**config.mk**
```make
export PLATFORM = sky130hd
export DESIGN_NAME = led_pattern_gen
export DESIGN_NICKNAME = d
export VERILOG_FILES = /design/src/rtl/led_pattern_gen.sv
export SDC_FILE = /design/constraint.sdc
export NUM_CORES = 1
export LEC_CHECK = 0
export ABC_CLOCK_PERIOD_IN_PS = 4920
export CORE_MARGIN = 5
export CORE_UTILIZATION = 50
export DETAILED_ROUTE_END_ITERATION = 8
export PLACE_DENSITY = 0.66
export SLEW_MARGIN = 20
export SYNTH_ARGS = -nofsm -noshare
export SYNTH_HDL_FRONTEND = slang
export SYNTH_SLANG_ARGS = --single-unit
```
**constraint.sdc**
```tcl
create_clock -name clock -period 4.92 [get_ports clock]
set_clock_uncertainty 0.1 [all_clocks]
set_input_delay 1.476 -clock clock [delete_from_list [all_inputs] [get_ports clock]]
set_output_delay 1.476 -clock clock [all_outputs]
set_load 0.1 [all_outputs]
```
**src/rtl/led_pattern_gen.sv**
```systemverilog
// led_pattern_gen: multi-channel LED driver with off/on/blink/breathe modes.
module led_pattern_gen #(
    parameter int CLOCK    = 25_000_000,
    parameter int TICK     = 1000,
    parameter int CHANNELS = 4,
    parameter int PWM_BITS = 8,
    parameter int ARG_BITS = 16
) (
    input  logic                clock,
    input  logic                reset,
    input  logic                wr_valid,
    output logic                wr_ready,
    input  logic [3:0]          wr_chan,
    input  logic [1:0]          wr_mode,
    input  logic [ARG_BITS-1:0] wr_arg,
    output logic                wr_err,
    output logic [CHANNELS-1:0] led
);
    localparam int DIV = CLOCK / TICK;
    localparam int PW  = $clog2(DIV);
    localparam logic [PWM_BITS-1:0] DUTY_TOP = '1;

    logic [PW-1:0]       pre_q;
    logic [PWM_BITS-1:0] pwm_q;
    logic [1:0]          mode_q [CHANNELS];
    logic [ARG_BITS-1:0] arg_q  [CHANNELS];
    logic [ARG_BITS-1:0] cnt_q  [CHANNELS];
    logic [PWM_BITS-1:0] duty_q [CHANNELS];
    logic [CHANNELS-1:0] phase_q, down_q, led_q, hit, step;
    logic                wr_ready_q, wr_err_q, tick, acc;

    // arg of 0 behaves as 1, so the terminal count is arg-1 clamped at 0
    always_comb begin
        hit  = '0;
        step = '0;
        tick = pre_q == PW'(DIV - 1);
        acc  = wr_valid && wr_ready_q;
        for (int c = 0; c < CHANNELS; c++) begin
            hit[c]  = acc && 32'(wr_chan) == c;
            step[c] = tick && mode_q[c][1] &&
                      cnt_q[c] == (arg_q[c] == '0 ? '0 : arg_q[c] - ARG_BITS'(1));
        end
    end

    always_ff @(posedge clock) begin
        if (reset) begin
            pre_q      <= '0;
            pwm_q      <= '0;
            phase_q    <= '0;
            down_q     <= '0;
            led_q      <= '0;
            wr_ready_q <= 1'b0;
            wr_err_q   <= 1'b0;
            for (int c = 0; c < CHANNELS; c++) begin
                mode_q[c] <= '0;
                arg_q[c]  <= '0;
                cnt_q[c]  <= '0;
                duty_q[c] <= '0;
            end
        end else begin
            pre_q      <= tick ? '0 : pre_q + PW'(1);
            pwm_q      <= pwm_q + PWM_BITS'(1);
            wr_ready_q <= 1'b1;
            wr_err_q   <= acc && 32'(wr_chan) >= CHANNELS;
            for (int c = 0; c < CHANNELS; c++) begin
                led_q[c] <= mode_q[c] == 2'd3 ? pwm_q < duty_q[c] :
                            mode_q[c] == 2'd2 ? phase_q[c] : mode_q[c][0];
                if (hit[c]) begin
                    mode_q[c]  <= wr_mode;
                    arg_q[c]   <= wr_arg;
                    cnt_q[c]   <= '0;
                    phase_q[c] <= 1'b1;
                    duty_q[c]  <= '0;
                    down_q[c]  <= 1'b0;
                end else if (step[c]) begin
                    cnt_q[c]   <= '0;
                    phase_q[c] <= ~phase_q[c];
                    // direction turns on the same step that lands on an end point
                    if (mode_q[c][0]) begin
                        duty_q[c] <= down_q[c] ? duty_q[c] - PWM_BITS'(1) : duty_q[c] + PWM_BITS'(1);
                        down_q[c] <= down_q[c] ? duty_q[c] != PWM_BITS'(1)
                                               : duty_q[c] == DUTY_TOP - PWM_BITS'(1);
                    end
                end else if (tick && mode_q[c][1]) begin
                    cnt_q[c] <= cnt_q[c] + ARG_BITS'(1);
                end
            end
        end
    end

    assign led      = led_q;
    assign wr_ready = wr_ready_q;
    assign wr_err   = wr_err_q;
endmodule

```
==> results by group <==
Run status
  – Status: complete, no violations

Clocking
  – CTS Buf Count: 26
  – Post-CTS sizing: 0
  – Post-CTS Setup Bufs: 0
  – CTS Buffer Depth: 3
  – CTS Root Cell: clkbuf_16
  – Worst-Skew Late Latency: roughly 0.53 ns
  – CTS H-tree lvls: 1
  – TritonCTS clock tree: done
  – Clock sink count: between 200 and 250
  – Hold_buf cts: 0
  – Clock slew at reported path FFs: ~0.060 ns

Timing
  – Hold Slack: approximately 0.36 ns
  – Max Clock Freq: about 240 MHz
  – Setup Viol. Count Final: 0
  – Max-slew violations: 0
  – Slew headroom: 0.345
  – Final setup margin: 0.712 ns
  – Final hold violation count: 0
  – Min Tclk post-route: 4.21 ns
  – RSZ-0062 raised after global routing: no
  – Actual slew at the worst max-slew pin: 0.980 ns
  – Period utilisation layout: 0.855
  – Setup_tns: 0 ns

Setup path
  – CP delay by family, top: simple AND/OR/NAND/NOR gates
  – Worst Reg2Reg Path Length in Cells: 11
  – CP startpoint: arg_q[1][0]$_SDFFCE_PN0P_
  – Critical Path Fanout Max: 9
  – Slowest-stage cell, CP: or4b_2
  – Crit Path Class: reg -> reg
  – R2R Setup Slk: 0.71 ns
  – Crit path DAT: ~4.5 ns
  – CP endpoint kind: flip-flop
  – Critical Path RT: around 5.2 ns
  – Most used cell, CP: or3_1
  – WP buf/inv: 1
  – Startpoint of the worst register-to-register path: arg_q[1][0]$_SDFFCE_PN0P_
  – Worst-path cell chain: inv_1 > ha_1 > or4b_1 > or4b_2 > xor2_1 > a31oi_1 > or3_1 > a21oi_1 > nand4_2 > or3_1 > nor2_2
  – RR Endpoint: duty_q[1][5]$_SDFFCE_PN0P_
  – Critical Path Source Type: flip-flop
  – Max incr delay on CP: 0.76 ns

Logic synthesis
  – Mean Syn Cell Area: about 9.5 um^2
  – Synth cell types: 83
  – Async S/R FF share, synth: 0
  – Syn nets: around 1,500
  – Yosys Warn Count: 0
  – Synthesized cell area: 13,400 um^2
  – Number of synthesized flops with an enable pin: around 170
  – Synth Instances: around 1,400
  – Post-synth top flop: edfxtp_1
  – #FFs+latches synth: just over 200
  – Seq/Total Area, Yosys: 0.431

Layout
  – FF/Latch Area: approximately 5800 um^2
  – Layout Cells excl Fill: ~1,800
  – Fin area: ~15,000 um^2
  – Fill cells: ~2,400
  – Final core area utilization: 0.559
  – Synth-to-Final Area Change: 11.4%
  – Multi-input logic area: slightly above 7000 um^2
  – Antenna diode count: 0
  – Ratio of cells with drive above 1 in the final layout: 0.0628
  – NumNets Final: 1,523

Flow run
  – Maxcap violations: 0

Die
  – Die W: approximately 170 um
  – Die Y: approximately 170 um
  – # rows: 60
  – Die Area: 30,200 um^2
  – CORE AREA: 26,700 um^2
  – Initial core utilization: 0.502
  – Ports: 31

Global routing
  – First-pass GRT wire length: roughly 50 mm
  – GRT Overall Usage: 0.196
  – Vias in the first global route: ~10,000
  – GR Overflow Total: 0
  – Largest net degree at the start of global routing: 38
  – Initial antenna violation count: 0

Placement
  – Worst slack, placed: around 0.64 ns
  – PortBufs: 30
  – Detail Placement HPWL: 22.2 mm
  – Placed instance count: 1,757
  – Placed cell area: between 10,000 and 15,000 um^2
  – GPL Wtd Cong: 0.856

Power and ir drop
  – Worst vdd ir: between 0.2 and 0.3 mV
  – PwrDens: 289 nW/um^2
  – Final Total Pwr: approximately 4.3 mW
  – Leakage: roughly 5.7 nW

Hold path
  – Hold-critical path depth: 1
  – Hold Path Class: reg -> reg
  – Hold endpoint: pre_q[0]$_SDFF_PP0_
  – Min-delay src: pre_q[0]$_SDFF_PP0_

Detailed routing
  – Pre-antenna DRT Iters: 5
  – DR vias/cell: 5.76
  – Routed vias: approximately 10,000
  – Per-cell routed wire length: ~17 um
  – Routed Antenna Nets: 0
  – Initial detailed-routing violation count: 839
  – Final wirelength: 30.4 mm
  – Number of remaining DRC errors: 0
[sequential cells by signal, summed over array words and instances (netlist names)]
signal    flops
wr_err        1
wr_ready      1
down_q        4
pre_q        15
duty_q       32
pwm_q         8
cnt_q        64
mode_q        8
phase_q       4
led           4
arg_q        64
[cell type report]
type	instances	area share
tap	341	0.0285
sequential	205	0.387
clock inverter	15	0.0102
multi-input combinational	1080	0.477
timing repair buffer	47	0.0286
clock buffer	33	0.0480
inverter	84	0.0211
[report_power, final]
| group | switching [mW] | total, mW | internal [mW] |
|---|---|---|---|
| sequential | 0.0806 | 2.01 | 1.93 |
| clock | 0.739 | 1.92 | 1.18 |
| combinational | 0.216 | 0.381 | 0.165 |
[worst reg2reg max path, cell delays in order, from the launching register on]
cell      delay (ns)
edfxtp_1        0.46
inv_1           0.11
ha_1            0.20
or4b_1          0.59
or4b_2          0.76
xor2_1          0.21
a31oi_1         0.10
or3_1           0.32
a21oi_1         0.23
nand4_2         0.22
or3_1           0.59
nor2_2          0.18
[synthesized netlist by cell type (25+ instances only)]
library cell | count | share of area
nand3_1 | 69 | 0.026
xnor2_1 | 102 | 0.067
and3_1 | 58 | 0.027
ha_1 | 54 | 0.050
nand4_1 | 28 | 0.013
edfxtp_1 | 168 | 0.38
nor3_1 | 42 | 0.016
o21ai_0 | 25 | 0.0093
xor2_1 | 57 | 0.037
nor2_1 | 193 | 0.054
nand2_1 | 71 | 0.020
dfxtp_1 | 37 | 0.055
inv_1 | 84 | 0.023
and2_1 | 52 | 0.024
a21oi_1 | 34 | 0.013
clkbuf_1 | 42 | 0.012
a21o_1 | 26 | 0.015
[kinds of logic after synthesis]
group / synth area share
adder cells (fa/ha/maj): 0.0503
flip-flops: 0.431
multiplexers: 0.00764
buffers and inverters: 0.0385
AND/OR/NAND/NOR: 0.253
XOR/XNOR: 0.112
AO/OA/AOI/OAI: 0.107
[per-layer routing]
layer | vias to the layer above | track usage | share of wire
met5 | - | 0 | 0
met4 | 0 | 0.0525 | 0.021
met3 | 51 | 0.0288 | 0.042
met2 | 187 | 0.320 | 0.46
met1 | 4985 | 0.276 | 0.48
li1 | 5180 | - | -
[worst max path at each step]
| stage | cells after the start | to |
|---|---|---|
| after floorplan | 11 | duty_q[1][0]$_SDFFCE_PN0P_ |
| after global placement | 4 | cnt_q[1][0]$_SDFFCE_PN0P_ |
| after detailed placement | 4 | cnt_q[1][5]$_SDFFCE_PN0P_ |
| after CTS | 11 | duty_q[1][7]$_SDFFCE_PN0P_ |
| after global routing | 11 | cnt_q[3][7]$_SDFFCE_PN0P_ |
| final | 11 | duty_q[1][5]$_SDFFCE_PN0P_ |
[cell usage in the layout (no fill, tap or decap), drive strengths merged, types with 30 or more instances in the layout]
master | netlist | final
clkdlybuf4s50 | 0 | 30
and3 | 58 | 58
nor2 | 201 | 201
dfxtp | 37 | 37
xor2 | 57 | 57
inv | 84 | 85
nand3 | 69 | 69
nor3 | 42 | 42
and2 | 52 | 52
nand2 | 71 | 71
edfxtp | 168 | 168
ha | 54 | 54
a21oi | 34 | 34
clkbuf | 42 | 33
xnor2 | 102 | 102
Power figures use the tool's default switching activity.
